## src/rtl/chain_relax_core.sv

```systemverilog
// chain_relax_core: holds N_NODES 2-D node positions and relaxes each node
// toward the midpoint of its neighbours using an even/odd phase schedule.
// A run performs a programmable number of EVEN+ODD iterations under a
// start/busy/done handshake; node 0 can optionally track the mouse.
module chain_relax_core #(
    parameter int N_NODES    = 5,
    parameter int W          = 32,
    parameter int ITER_W     = 8,
    parameter int DAMP_SHIFT = 0,
    parameter int INIT_X0    = 0,
    parameter int SPACING    = 10,
    parameter int INIT_Y     = 0
) (
    input  logic                 clk,
    input  logic                 reset,
    input  logic                 start,
    input  logic [ITER_W-1:0]    iters,
    input  logic                 pin_first,
    input  logic [W-1:0]         prev_x,
    input  logic [W-1:0]         prev_y,
    input  logic [W-1:0]         next_x,
    input  logic [W-1:0]         next_y,
    input  logic [W-1:0]         x_mouse,
    input  logic [W-1:0]         y_mouse,
    output logic                 busy,
    output logic                 done,
    output logic [N_NODES*W-1:0] nodes_x,
    output logic [N_NODES*W-1:0] nodes_y
);

    typedef enum logic [1:0] {S_IDLE, S_EVEN, S_ODD, S_DONE} state_t;

    state_t            state, state_nx;
    logic [ITER_W-1:0] cnt;
    logic              pin_q;
    logic              busy_nx, done_nx;

    logic [W-1:0] px [N_NODES];
    logic [W-1:0] py [N_NODES];
    logic [W-1:0] lx [N_NODES];
    logic [W-1:0] ly [N_NODES];
    logic [W-1:0] rx [N_NODES];
    logic [W-1:0] ry [N_NODES];
    logic [W-1:0] upd_x [N_NODES];
    logic [W-1:0] upd_y [N_NODES];

    // New position = pos + (floor((l+r)/2) - pos) >>> DAMP_SHIFT, evaluated at W+1 bits.
    function automatic logic [W-1:0] relax(input logic [W-1:0] l,
                                           input logic [W-1:0] r,
                                           input logic [W-1:0] p);
        logic signed [W:0] sum;
        logic signed [W:0] mid;
        logic signed [W:0] d;
        logic signed [W:0] np;
        sum = $signed({l[W-1], l}) + $signed({r[W-1], r});
        mid = sum >>> 1;
        d   = mid - $signed({p[W-1], p});
        np  = $signed({p[W-1], p}) + (d >>> DAMP_SHIFT);
        return W'(np);
    endfunction

    // State register with counter, pin latch and registered busy/done.
    always_ff @(posedge clk or negedge reset) begin
        if (!reset) begin
            state <= S_IDLE;
            cnt   <= '0;
            pin_q <= 1'b0;
            busy  <= 1'b0;
            done  <= 1'b0;
        end else begin
            state <= state_nx;
            busy  <= busy_nx;
            done  <= done_nx;
            if (state == S_IDLE && start && iters != '0) begin
                cnt   <= iters;
                pin_q <= pin_first;
            end else if (state == S_ODD) begin
                cnt <= cnt - ITER_W'(1);
            end
        end
    end

    // Next-state logic.
    always_comb begin
        state_nx = state;
        case (state)
            S_IDLE: if (start) state_nx = (iters != '0) ? S_EVEN : S_DONE;
            S_EVEN: state_nx = S_ODD;
            S_ODD:  state_nx = (cnt == ITER_W'(1)) ? S_DONE : S_EVEN;
            S_DONE: state_nx = S_IDLE;
            default: state_nx = S_IDLE;
        endcase
    end

    // Output decode from the next state so busy/done come straight off flops.
    always_comb begin
        busy_nx = (state_nx == S_EVEN) || (state_nx == S_ODD);
        done_nx = (state_nx == S_DONE);
    end

    // Neighbour selection and candidate positions for every node.
    always_comb begin
        for (int unsigned i = 0; i < N_NODES; i++) begin
            lx[i]    = (i == 0) ? prev_x : px[(i + N_NODES - 1) % N_NODES];
            ly[i]    = (i == 0) ? prev_y : py[(i + N_NODES - 1) % N_NODES];
            rx[i]    = (i == N_NODES - 1) ? next_x : px[(i + 1) % N_NODES];
            ry[i]    = (i == N_NODES - 1) ? next_y : py[(i + 1) % N_NODES];
            upd_x[i] = relax(lx[i], rx[i], px[i]);
            upd_y[i] = relax(ly[i], ry[i], py[i]);
        end
    end

    // Node registers: even nodes update in EVEN, odd nodes in ODD.
    always_ff @(posedge clk or negedge reset) begin
        if (!reset) begin
            for (int unsigned i = 0; i < N_NODES; i++) begin
                px[i] <= W'(INIT_X0 + int'(i) * SPACING);
                py[i] <= W'(INIT_Y);
            end
        end else begin
            for (int unsigned i = 0; i < N_NODES; i++) begin
                if ((state == S_EVEN && (i % 2) == 0) || (state == S_ODD && (i % 2) == 1)) begin
                    if (i == 0 && pin_q) begin
                        px[i] <= x_mouse;
                        py[i] <= y_mouse;
                    end else begin
                        px[i] <= upd_x[i];
                        py[i] <= upd_y[i];
                    end
                end
            end
        end
    end

    // Flatten node registers onto the output buses.
    always_comb begin
        for (int unsigned i = 0; i < N_NODES; i++) begin
            nodes_x[i*W +: W] = px[i];
            nodes_y[i*W +: W] = py[i];
        end
    end

endmodule

```

## config.mk

```make
export PLATFORM = sky130hd
export DESIGN_NAME = chain_relax_core
export DESIGN_NICKNAME = d
export VERILOG_FILES = /design/src/rtl/chain_relax_core.sv
export SDC_FILE = /design/constraint.sdc
export NUM_CORES = 1
export LEC_CHECK = 0
export CAP_MARGIN = 20
export CORE_UTILIZATION = 30
export CTS_CLUSTER_DIAMETER = 150
export DETAILED_ROUTE_END_ITERATION = 8
export SETUP_SLACK_MARGIN = 0.05
export SLEW_MARGIN = 5
export SYNTH_ARGS = -nofsm -noshare
export SYNTH_HDL_FRONTEND = slang
export SYNTH_SLANG_ARGS = --single-unit
export TNS_END_PERCENT = 1
```

## constraint.sdc

```tcl
create_clock -name clk -period 7 [get_ports clk]
set_input_delay 0.7 -clock clk [delete_from_list [all_inputs] [get_ports clk]]
set_output_delay 0.7 -clock clk [all_outputs]
set_load 0.1 [all_outputs]
```

# [Word-level counts from Yosys, hierarchy flattened]
# Cells that the tools add are included.
[classes] multipliers=0 n_lt_le_gt_ge=0 reduce_logical=6 div_mod_pow=0 eq_ne=7 add_sub_neg=31 n_mux=8 bitwise=0 n_shift=0
[ops] cell="adder 32 x 32 -> 33 bit" count=10
[ops] cell="adder 32 bit" count=10
[ops] cell="subtractor 32 bit" count=10
[ops] cell="2-to-1 mux 32 bit" count=2
[ops] cell="2-to-1 mux 8 bit" count=2
[ops] cell="equality test 2 bit (second input constant)" count=4
[ops] cell="equality test 8 x 1 -> 1 bit (second input constant)" count=1
[ops] cell="case mux 2 bit (4 select lines)" count=1
[ops] cell="nonzero test 8 bit" count=1
[ops] cell="subtractor 8 x 1 -> 8 bit (second input constant)" count=1
[ops] cell="2-to-1 mux 2 bit" count=3
[ops] cell="equality test 2 x 1 -> 1 bit (second input constant)" count=2
[ops] cell="logical AND 1 bit" count=2
[ops] cell="logical NOT 2 bit" count=1
[ops] cell="nonzero test 2 bit" count=1
[ops] cell="logical OR 1 bit" count=1
[totals] out_inout_bits=322 latchBits=0 mem_count=0 mem_bits_ro=0 in_bits=204 word_cells=67 regBits=333 mem_bits_rw=0

# [Logic depth before layout (Yosys ltp)]
[depth] word_depth=6 depth_mapped=27 ltp_nobuf=27

# [Least setup slack after synthesis]
# OpenSTA, ideal clock, no wires.
[synth_timing] path_type="register to register" from="register py (netlist bit nodes_y[97])" to="register py (netlist bit nodes_y[95])" t_arrival_ns=5.762 setup_time_ns=0.133 path_slack_ns=1.105 synth_period_minus_slack_ns=5.895 path_buffers=1 t_required_ns=6.867 path_stages_with_launch=27 cell_sequence="dfrtp_1 -> ha_1 -> a31o_2 -> a21oi_1 -> nor2b_1 -> o31a_1 -> o41ai_1 -> o21bai_1 -> a21o_1 -> a21boi_1 -> o21ai_0 -> a21o_1 -> a21o_1 -> xnor2_1 -> ha_1 -> clkbuf_1 -> a21oi_1 -> nor2b_1 -> a311oi_1 -> o311a_1 -> nor3_1 -> o31ai_1 -> o211ai_1 -> o21ai_0 -> nand2b_1 -> xnor3_1 -> o21ai_0"
[synth_between] elab_chain_cells=3
[synth_lines] element="from (decl)" line_no="39" rtl="logic [W-1:0] py [N_NODES];"
[synth_lines] element="from (signal, indexed assignment)" line_no="118" rtl="py[i] <= W'(INIT_Y);"
[synth_lines] element="from (signal, indexed assignment)" line_no="125" rtl="py[i] <= y_mouse;"
[synth_lines] element="from (signal, indexed assignment)" line_no="128" rtl="py[i] <= upd_y[i];"
[synth_lines] element="adder 32 x 32 -> 33 bit" line_no="55" rtl="sum = $signed({l[W-1], l}) + $signed({r[W-1], r});"
[synth_lines] element="subtractor 32 bit" line_no="57" rtl="d = mid - $signed({p[W-1], p});"
[synth_lines] element="adder 32 bit" line_no="58" rtl="np = $signed({p[W-1], p}) + (d >>> DAMP_SHIFT);"
# No other way between the ends.
# A chain may end at the register's enable or synchronous reset.

# [Final worst setup path]
[layout_timing] from="register py (netlist bit nodes_y[64])" to="register py (netlist bit nodes_y[127])"
# The elaborated chain is that of the path after synthesis.

==> results.cfg <==
[logic_synthesis]
synth_cell_types = 90
avgSynthCellArea_sq_um = 7.79
synth-simple-area-share = 0.155
synthXorXnorAreaFrac = 0.119
muxShareOfSynthArea = 0.00336
yosysWarnings = 0
ys_seq_area_frac = 0.197
ys_ff_latch = 333
synth_edf_count = 0
synth_adder_area_share = 0.194
synth_cells = 5448
synth-compound-area-share = 0.284
synth_top_family_by_area = compound AO/OA/AOI/OAI gates
syn_area_sq_um = 42400
ys.flop_type = dfrtp_1
async_reset_ff_frac = 1.00
synthesis.nets = 6303

[timing]
slew_viol_final = 0
period_share = 0.887
rsz0062_at_grt = false
setup_tns_ns = 0
max_slew_margin = 0.221
skew_ns = 0.0422
period_needed_ns = 6.21
hold_viol_final = 0
clock.fmax_mhz = 161
finalSetupViolCount = 0
worst_pin_slew_ns = 1.16

[layout]
fin_area_sq_um = 51500
drive_above_1_share = 0.0295
nets = 6792
multi_input_area_sq_um = 32000
area_delta_synth_final_pct = 21.4
regArea_sq_um = 8350
post-route-util = 0.368
n_fill_cell = 14561

[setup_path]
crit_path_top_delay_cell = a2111oi_0
worstPathRequired_ns = 7.45
path_delay_family = compound AO/OA/AOI/OAI gates
critPathArrivalTime_ns = 6.66
cp-start-kind = flip-flop
cp_max_fo = 7
critPathKind = flip-flop to flip-flop
slowest_delay_ns = 0.86
crit_buf_inv = 0
crit_chain = nand2_1 -> fa_1 -> nor2b_1 -> o21ai_0 -> a21boi_0 -> o21ai_0 -> a2111oi_0 -> o31ai_1 -> a21oi_1 -> nand2b_1 -> a21oi_1 -> o21ai_0 -> xnor2_1 -> ha_1 -> a21o_1 -> a21oi_1 -> nor2b_1 -> a311o_1 -> a221oi_1 -> a211o_1 -> xor2_1 -> xnor2_1 -> o21ai_1
reg2reg_setup_slack_ns = 0.79
cp-end-kind = flip-flop

[clock_tree]
postCtsSetupBuffers = 0
clkLatencyLatePin_ns = 0.65
cts.sinks = 333
h-tree-depth = 2
clk_path_buf_depth = 3
root_buffer = clkbuf_16
path_clk_slew_ns = 0.06
cts_hold_buf = 0
numCtsBuffers = 49
cts_tree = done
ctsResizeCount = 0

[global_routing]
antenna_found_initial = 25
grt_pass1_wl_mm = 228
grt_max_degree = 153
gr-total-overflow = 0
grt_pass1_vias = 40715
grt_usage = 0.205

[placement]
io_buffers = 525
place_congestion = 0.938
hpwl_mm = 124
dpl-instance-area_sq_um = 49800

[routing]
drtPass1Iterations = 5
dr.first_iter.drc_count = 2103
wirelength_mm = 152
drc_errors = 0
routed_via_density = 5.24
via_count = 41200
detail-route-antenna-nets = 0
avgRoutedWirePerCell_microns = 19.3

[job]
drv_cap = 0

[die]
start_util = 0.303
row_count = 137
die_height_microns = 378
die_w_microns = 378
dieArea_sq_um = 143000
ioPinCount = 526
core_sq_um = 140000

[status]
outcome = finished clean

[worst_hold_path]
min_path_type = input pin to asynchronous set/reset pin
## cell type report
class                           instances  area share
Timing Repair Buffer                  544       0.106
Multi-Input combinational cell       4571       0.623
Tap cell                             1876      0.0456
Inverter                              438      0.0319
Clock buffer                           75      0.0284
Sequential cell                       333       0.162
Antenna cell                            7    0.000340
Clock inverter                         15     0.00318
## Yosys cell counts (8+ instances only)
cell type    n  area share
o22ai_1      9      0.0013
nor2_1     292       0.026
nand2_1    569       0.050
nand3_1     93       0.011
nor2b_1     58      0.0086
a31o_2      15      0.0031
or3_1       31      0.0046
nand3b_1    10      0.0018
a221oi_1    11      0.0023
nand4_1     39      0.0058
nor3_1      88       0.010
o2111ai_1    8      0.0017
mux2i_1     12      0.0028
a41o_1       8      0.0019
a211oi_1    40      0.0071
inv_1      438       0.039
a21oi_1    525       0.062
a21boi_0    15      0.0027
o21a_1      79       0.014
dfrtp_1    323        0.19
o311ai_0     8      0.0017
a311oi_1    10      0.0021
o21ai_0    517       0.061
dfstp_2     10      0.0062
xnor2_1    304       0.063
o31ai_1     44      0.0078
ha_1       641        0.19
and2_1      27      0.0040
a41oi_1     13      0.0027
a221o_1      9      0.0021
xor2_1     265       0.055
a31oi_1     54      0.0080
a211o_1     23      0.0047
o211ai_1    23      0.0041
o31a_1      13      0.0027
and4_1       8      0.0017
nand2b_1    90       0.013
and3_1      62      0.0091
fa_1        10      0.0047
clkbuf_1   101      0.0089
o21bai_1    93       0.016
or2_2       21      0.0031
a21o_1     316       0.056
## metal layers
metal | track usage | wire [microns] | vias to the layer above | part of all wire
met5 | 0 | 225 | - | 0.0015
met4 | 0.0577 | 4320 | 36 | 0.028
met3 | 0.0356 | 8960 | 213 | 0.059
met2 | 0.367 | 72900 | 968 | 0.48
met1 | 0.250 | 65200 | 19415 | 0.43
li1 | - | - | 20568 | -
## cells in the final DEF, fill, tap and decap left out, drive strengths merged, types with 265 or more instances in the layout
| master | Yosys | final |
|---|---|---|
| ha | 641 | 641 |
| inv | 438 | 441 |
| o21ai | 523 | 523 |
| a21oi | 526 | 526 |
| a21o | 318 | 318 |
| xor2 | 265 | 265 |
| nor2 | 292 | 292 |
| xnor2 | 304 | 304 |
| nand2 | 569 | 569 |
| clkdlybuf4s50 | 0 | 524 |
| dfrtp | 323 | 323 |
## through the flow
stage          hold WS (ns)  worst slack [ns]  cells
2_1_floorplan         0.404              1.11   5448
4_1_cts               0.115             0.774   7852
6_report              0.118             0.788   7859
3_5_place_dp          0.490             0.474   7762
5_1_grt               0.156             0.284   7855
3_3_place_gp          0.491             0.557   7762
## cells by family (layout without fill, tap and decap cells)
group,after synthesis,in the layout
buffers and inverters,544,1072
muxes,14,14
DFF,333,333
and+or+nand+nor,1417,1417
adders and majority gates,651,651
AOI/OAI and AO/OA,1917,1917
xor gates and xnor gates,572,572
other,0,7
## sequential cells by signal (all words and copies together) (netlist names)
register	count
nodes_x	160
nodes_y	160
cnt	8
state	2
busy	1
done	1
pin_q	1
## final timing paths
check                             start  cells past startpoint            to
max reg2reg                 nodes_y[64]                     23  nodes_y[127]
max                         nodes_y[64]                     23  nodes_y[127]
min                               reset                      1  nodes_x[103]
min reg2reg                nodes_x[131]                      2  nodes_x[131]
min in group clk           nodes_x[131]                      2  nodes_x[131]
max in group asynchronous         reset                      2  nodes_y[125]
## worst register-to-register path, stage by stage (launching register included)
cell,delay (ns)
dfrtp_1,0.48
nand2_1,0.11
fa_1,0.43
nor2b_1,0.14
o21ai_0,0.14
a21boi_0,0.29
o21ai_0,0.20
a2111oi_0,0.86
o31ai_1,0.22
a21oi_1,0.47
nand2b_1,0.17
a21oi_1,0.10
o21ai_0,0.23
xnor2_1,0.18
ha_1,0.33
a21o_1,0.20
a21oi_1,0.15
nor2b_1,0.07
a311o_1,0.38
a221oi_1,0.31
a211o_1,0.20
xor2_1,0.17
xnor2_1,0.14
o21ai_1,0.08
Power is not shown: default switching activity piles up to over one toggle a cycle in this logic, so the estimate is an artifact.
